==> src/rtl/x_mux_ddr_cfeb_tx.sv <==
// x_mux_ddr_cfeb_tx
// -----------------
// Transmit-side 2:1 multiplexer: turns 40 MHz paired data (1st-in-time,
// 2nd-in-time) into an 80 MHz DDR stream for the CFEB muonic link.
// Includes a programmable 0-15 bx launch delay, a half-cycle launch-phase
// select and an optional walking-ones pattern injector.
//
// Optional feature macro: CFEB_TX_PATTERN_EN
//   defined   : pattern FSM (IDLE/RUN/DONE), busy and done are live.
//   undefined : no FSM; inject_start/pat_len ignored; busy = done = 0.
//
// Ports
//   clock        in  1      40 MHz clock; falling edge used only by the DDR stage
//   clr          in  1      synchronous active-high clear (rising edge)
//   posneg       in  1      0: 1st on high half; 1: stream shifted half a cycle
//   delay_tx     in  4      launch delay in bx (0-15)
//   din1st       in  WIDTH  data sent 1st in time
//   din2nd       in  WIDTH  data sent 2nd in time
//   inject_start in  1      one-cycle request to start a pattern burst
//   pat_len      in  8      burst length minus 1, in bx
//   dout         out WIDTH  80 MHz DDR output
//   busy         out 1      pattern burst in progress
//   done         out 1      one-cycle pulse when a burst completes

module x_mux_ddr_cfeb_tx #(
  parameter int WIDTH = 16
) (
  input  logic             clock,
  input  logic             clr,
  input  logic             posneg,
  input  logic [3:0]       delay_tx,
  input  logic [WIDTH-1:0] din1st,
  input  logic [WIDTH-1:0] din2nd,
  input  logic             inject_start,
  input  logic [7:0]       pat_len,
  output logic [WIDTH-1:0] dout,
  output logic             busy,
  output logic             done
);

  // ---------------------------------------------------------------------
  // Pattern source
  // ---------------------------------------------------------------------
  logic             use_pat;
  logic [WIDTH-1:0] pat1st;

`ifdef CFEB_TX_PATTERN_EN
  typedef enum logic [1:0] {
    IDLE = 2'd0,
    RUN  = 2'd1,
    DONE = 2'd2
  } state_t;

  state_t     state;
  state_t     state_nxt;
  logic [7:0] cnt;
  logic [7:0] cnt_nxt;

  always_ff @(posedge clock) begin
    if (clr) begin
      state <= IDLE;
      cnt   <= '0;
    end else begin
      state <= state_nxt;
      cnt   <= cnt_nxt;
    end
  end

  // Requests arriving in RUN or DONE are dropped, not queued.
  always_comb begin
    state_nxt = state;
    cnt_nxt   = cnt;
    case (state)
      IDLE: begin
        if (inject_start) begin
          state_nxt = RUN;
          cnt_nxt   = '0;
        end
      end
      RUN: begin
        cnt_nxt = cnt + 8'd1;
        if (cnt == pat_len) state_nxt = DONE;
      end
      DONE:    state_nxt = IDLE;
      default: state_nxt = IDLE;
    endcase
  end

  assign busy    = (state == RUN);
  assign done    = (state == DONE);
  assign use_pat = (state == RUN);
  // Walking one: bit (cnt mod WIDTH).
  assign pat1st  = {{(WIDTH-1){1'b0}}, 1'b1} << (32'(cnt) % WIDTH);
`else
  logic unused_pattern_inputs;
  assign unused_pattern_inputs = ^{inject_start, pat_len};
  assign busy    = 1'b0;
  assign done    = 1'b0;
  assign use_pat = 1'b0;
  assign pat1st  = '0;
`endif

  // ---------------------------------------------------------------------
  // Input stage and control buffering
  // ---------------------------------------------------------------------
  logic [WIDTH-1:0] s1st;
  logic [WIDTH-1:0] s2nd;
  logic             posneg_ff;
  logic [3:0]       dly;
  logic             dly_is_0;

  always_ff @(posedge clock) begin
    if (clr) begin
      s1st      <= '0;
      s2nd      <= '0;
      posneg_ff <= 1'b0;
      dly       <= '0;
      dly_is_0  <= 1'b0;
    end else begin
      s1st      <= use_pat ? pat1st  : din1st;
      s2nd      <= use_pat ? ~pat1st : din2nd;
      posneg_ff <= posneg;
      dly       <= delay_tx - 4'd1;
      dly_is_0  <= (delay_tx == 4'd0);
    end
  end

  // ---------------------------------------------------------------------
  // Delay stage: 16-deep shift buffers tapped at dly. Changing the tap does
  // not flush data already in flight. The buffers are cleared too, so a tap
  // read right after clr (control buffers at 0 select tap 0) returns 0.
  // ---------------------------------------------------------------------
  logic [WIDTH-1:0] sr1st [16];
  logic [WIDTH-1:0] sr2nd [16];
  logic [WIDTH-1:0] d1st;
  logic [WIDTH-1:0] d2nd;

  always_ff @(posedge clock) begin
    if (clr) begin
      for (int i = 0; i < 16; i++) begin
        sr1st[i] <= '0;
        sr2nd[i] <= '0;
      end
    end else begin
      sr1st[0] <= s1st;
      sr2nd[0] <= s2nd;
      for (int i = 1; i < 16; i++) begin
        sr1st[i] <= sr1st[i-1];
        sr2nd[i] <= sr2nd[i-1];
      end
    end
  end

  assign d1st = dly_is_0 ? s1st : sr1st[dly];
  assign d2nd = dly_is_0 ? s2nd : sr2nd[dly];

  // ---------------------------------------------------------------------
  // Output registers and DDR stage
  // ---------------------------------------------------------------------
  logic [WIDTH-1:0] q1;
  logic [WIDTH-1:0] q2;
  logic [WIDTH-1:0] hi_val;
  logic [WIDTH-1:0] lo_val;
  logic [WIDTH-1:0] dout_rise;
  logic [WIDTH-1:0] dout_fall;

  // Value for the high half is what the rising edge is about to make
  // visible: the new q1 (posneg=0) or the new qp, i.e. the current q2
  // (posneg=1). The low half shows q2 (posneg=0) or q1 (posneg=1).
  assign hi_val = posneg_ff ? q2 : d1st;
  assign lo_val = posneg_ff ? q1 : q2;

  always_ff @(posedge clock) begin
    if (clr) begin
      q1 <= '0;
      q2 <= '0;
    end else begin
      q1 <= d1st;
      q2 <= d2nd;
    end
  end

  // XOR-encoded DDR: each edge updates one register so that
  // dout_rise ^ dout_fall equals the wanted half-cycle value. Only one
  // register changes per edge, and clock never enters the data path.
  always_ff @(posedge clock) begin
    if (clr) dout_rise <= dout_fall;            // forces dout to 0
    else     dout_rise <= hi_val ^ dout_fall;
  end

  always_ff @(negedge clock) begin
    dout_fall <= lo_val ^ dout_rise;            // lo_val is 0 after clr
  end

  assign dout = dout_rise ^ dout_fall;

endmodule
==> config.mk <==
export PLATFORM = sky130hd
export DESIGN_NAME = x_mux_ddr_cfeb_tx
export DESIGN_NICKNAME = d
export VERILOG_FILES = /design/src/rtl/x_mux_ddr_cfeb_tx.sv
export SDC_FILE = /design/constraint.sdc
export NUM_CORES = 1
export LEC_CHECK = 0
export ABC_AREA = 1
export CORE_MARGIN = 5
export CORE_UTILIZATION = 60
export CTS_BUF_LIST = sky130_fd_sc_hd__clkbuf_4
export CTS_CLUSTER_SIZE = 14
export DETAILED_ROUTE_END_ITERATION = 7
export GPL_ROUTABILITY_DRIVEN = 0
export PLACE_DENSITY = 0.85
export SLEW_MARGIN = 15
export SYNTH_ARGS = -nofsm -noshare
export SYNTH_HDL_FRONTEND = slang
export SYNTH_SLANG_ARGS = --single-unit
==> constraint.sdc <==
create_clock -name clock -period 4.63 [get_ports clock]
set_clock_uncertainty 0.05 [all_clocks]
set_input_delay 0.926 -clock clock [delete_from_list [all_inputs] [get_ports clock]]
set_output_delay 0.926 -clock clock [all_outputs]
set_load 0.005 [all_outputs]
**After elaboration in Yosys (flattened, before gate mapping)**

Memories as Yosys holds them, arrays and structs flattened. A register that Yosys moved wholly into a read port is not among the register bits.
Cells that the tools add are included.

- Muxes and demuxes: 42
- Bitwise gates (word level): 35
- Reductions and logical operators: 1
- $add $sub $neg: 1

Operators with widths:

| kind | number |
|---|---|
| $mux 16 | 37 |
| $xor 16x16->16 | 3 |
| $or 1x1->1 | 32 |
| $mux 4 | 2 |
| $logic_not 4->1 | 1 |
| $sub 4x1->4 const B | 1 |
| $mux 1 | 3 |

- Register bits after elaboration: 98
- Word-level logic and storage cells: 89
- RAM bits: 512
- Output and inout port bits: 18
- Memories: 2
- Bits of input ports: 48

Memory list:

| name | depth | bits a word | rd ports | clocked after memory_dff | write ports | RTL line | RTL |
|---|---|---|---|---|---|---|---|
| sr1st | 16 | 16 | 16 | 1 | 16 | 133 | `logic [WIDTH-1:0] sr1st [16];` |
| sr2nd | 16 | 16 | 16 | 1 | 16 | 134 | `logic [WIDTH-1:0] sr2nd [16];` |

**Longest topological paths before layout**

- Word-level depth: 4
- Depth in mapped cells: 16
- Depth with buffers taken out: 12

==> summary.txt <==
Outcome
  – Status: complete, but fails checks
  – Violated checks: setup timing

Final layout
  – Fin area: 0.0253 mm²
  – Most common cell after layout, fill and taps aside: inv_1
  – Fin nets: between 3,000 and 4,000
  – Post-layout util: 0.673
  – Layout area overhead: 11.2%
  – Share of cells above drive strength 1: 0.0940
  – Commonest non-fill, non-tap cells in the layout: inv_1 (616), dfxtp_1 (595), nor2_1 (573)

Timing
  – Worst-margin pin slew: 1170 ps
  – Final worst setup slack: -141 ps
  – Final Slew Violations: 0
  – Setup TNS Final: -998 ps
  – Setup violations, final: 16
  – Worst slew margin: 0.218
  – RSZ-0062 raised after global routing: true
  – Final count of hold timing violations: 0

Yosys
  – Synth Cell Area: approximately 0.023 mm²
  – Yosys warns: 0
  – Mapped Cells: roughly 3,100
  – Area leader, netlist: dfxtp_1
  – Main area contributors after synthesis: dfxtp_1 (54%), inv_1 (9.9%), nor2_1 (9.5%)
  – Unique masters post-synth: 23
  – Synth Area per Inst: around 7.4 µm²
  – Yosys reg bits: 614
  – Share of the synthesized area in the top cell type: 0.540
  – Sequential area share after synthesis: 0.540

Power and ir drop
  – Total power: 0.0113 W
  – Power per cell area: ~450 mW/mm²
  – Sequential power share: 0.503
  – Max VDD drop: roughly 0.32 mV
  – Net Sw Power: ~0.0031 W
  – Clock Power Share: 0.379
  – Sw Share: 0.270
  – Power Internal: around 0.0083 W
  – Gate power share: 0.118
  – Leak: approximately 11 nW

Place
  – Post-DP HPWL: around 29 mm
  – Dpl cell area: 0.0233 mm²
  – Port bufs: 54
  – Worst slack, placed: around 180 ps

Worst hold path
  – Worst Hold Launch: sr1st[0][14]$_SDFF_PP0_
  – HP Class: register to register

Floorplanning
  – Core area: roughly 0.038 mm²
  – Vertical die dimension: roughly 200 µm
  – Die width: approximately 200 µm
  – Io pins: 66
  – Cell row count: 71
  – Initial Utilization: 0.605
  – Die ar.: 0.0419 mm²

Global routing
  – Vias in the first global route: 18,761
  – Initial antenna violation count: 1
  – Tot GR Track Use: 0.245
  – Largest net degree at the start of global routing: ~170
  – Global-route wire length before repair: ~86 mm
  – Grt ovf: 0

Routing
  – Post-route ant nets: 0
  – DR pass1 iterations: 6
  – Detailed-route wire length per cell: around 14 µm
  – Initial detailed-routing violation count: 1,567
  – DR vias: between 15,000 and 20,000
  – WL final: about 52 mm
  – # DRC: 0
  – Vias per cell: a little over 5

Clock tree
  – Clk sinks: 614
  – Bufs on Longest Clock Path: 3
  – Clock latency on the worst-skew pair: between 800 and 900 ps
  – Post-CTS Hold Buffers: 0
  – H-tree levels: 4
  – Root Driver: clkbuf_4
  – CTS tree: done
  – Clock buffer count from CTS: 145
  – Clock Pin Slew Worst Setup and Hold Paths: ~70 ps

Flow run
  – Number of max-cap violations: 0

Critical path
  – Max stage delay on crit path: approximately 360 ps
  – Slowest CP cell: dfxtp_4
  – Worst reg2reg startpoint: posneg_ff$_SDFF_PP0_
  – CP Launch Type: register
  – CP max FO: 3
  – Origin of the worst setup path: dout_fall[5]$_DFF_N_
  – Arr. time, crit path: approximately 3800 ps
  – CP Class: register to primary output
  – WP data required: around 3700 ps
  – Worst-path cell chain: xor2_2, buf_2
  – Kind of end point of the critical path: primary output
[critical path, delay by kind of cell, from the launching register on]
| kind | cells | cell delay, ps |
|---|---|---|
| xor gates and xnor gates | 1 | 180 |
| buffers and inverters | 1 | 140 |
| DFF | 1 | 360 |
[power by group through the flow]
stage	Sequential, W	Combinational [W]	Clock, W
2_1_floorplan	0.00575	0.000746	0.0000225
3_3_place_gp	0.00578	0.00124	0.0000225
3_5_place_dp	0.00580	0.00128	0.0000225
4_1_cts	0.00569	0.00126	0.00436
5_1_grt	0.00572	0.00146	0.00469
6_report	0.00570	0.00133	0.00430
[cell type report]
| class | instances | area, µm² |
|---|---|---|
| Antenna cell | 1 | 2.50 |
| Clock buffer | 205 | 1540 |
| Clock inverter | 46 | 284 |
| Fill cell | 2820 | 12300 |
| Inverter | 602 | 2270 |
| Multi-Input combinational cell | 1694 | 7410 |
| Sequential cell | 614 | 12300 |
| Tap cell | 511 | 639 |
| Timing Repair Buffer | 94 | 816 |
[per-stage QoR]
| step | std cells | hold slack [ps] |
|---|---|---|
| 5_1_grt | 3767 | 335 |
| 4_1_cts | 3760 | 325 |
| 2_1_floorplan | 3095 | 349 |
| 3_3_place_gp | 3496 | 351 |
| 6_report | 3767 | 341 |
| 3_5_place_dp | 3496 | 358 |
[cells in the mapped netlist (all sizes together)]
cell,n
conb,1
buf,66
nor3b,1
o22ai,9
ha,1
nand3,272
o211ai,16
nor2,573
clkbuf,118
or2,1
xor2,32
a21oi,152
nand2,450
inv,603
dfxtp,614
nor3,2
o21ai,183
[sequential cells by signal, indices dropped and copies added, names as in the netlist, named ones only]
name       cells
dout_rise     16
sr2nd        256
s2nd          16
dly_is_0       1
dout_fall     16
s1st          16
q2            16
posneg_ff      1
q1            16
sr1st        256
[what timing repair did]
action / in CTS / in global routing
buffers inserted: 14 / 6
pin swaps: 5 / 0
resized for setup: 83 / 2
endpoints found under the hold margin: 0 / 0
setup endpoints to repair: 16 / 16
[worst paths after layout]
check                                          endpoint  slack, ps  cells after the start
worst min-delay path            sr1st[1][14]$_SDFF_PP0_        340                      2
worst max register to register    dout_fall[12]$_DFF_N_        950                      3
worst max-delay path                            dout[5]       -140                      2
worst min register to register  sr1st[1][14]$_SDFF_PP0_        340                      2
[routing by layer]
layer  vias to the layer above  share of wire  global-route usage
met5                         -              0                   0
met4                         0          0.045               0.135
met3                       171          0.058              0.0478
met2                       635           0.49               0.421
met1                      8911           0.40               0.290
li1                       9460              -                   -
[cell families after synthesis]
logic type | count (synthesis) | share of synthesized area
xor+xnor | 32 | 0.0123
buf+inv | 787 | 0.135
fa+ha+maj | 1 | 0.000550
other cells | 1 | 0.000165
flops | 614 | 0.540
compound gates | 360 | 0.0815
simple gates | 1299 | 0.230
Power figures use the tool's default switching activity.
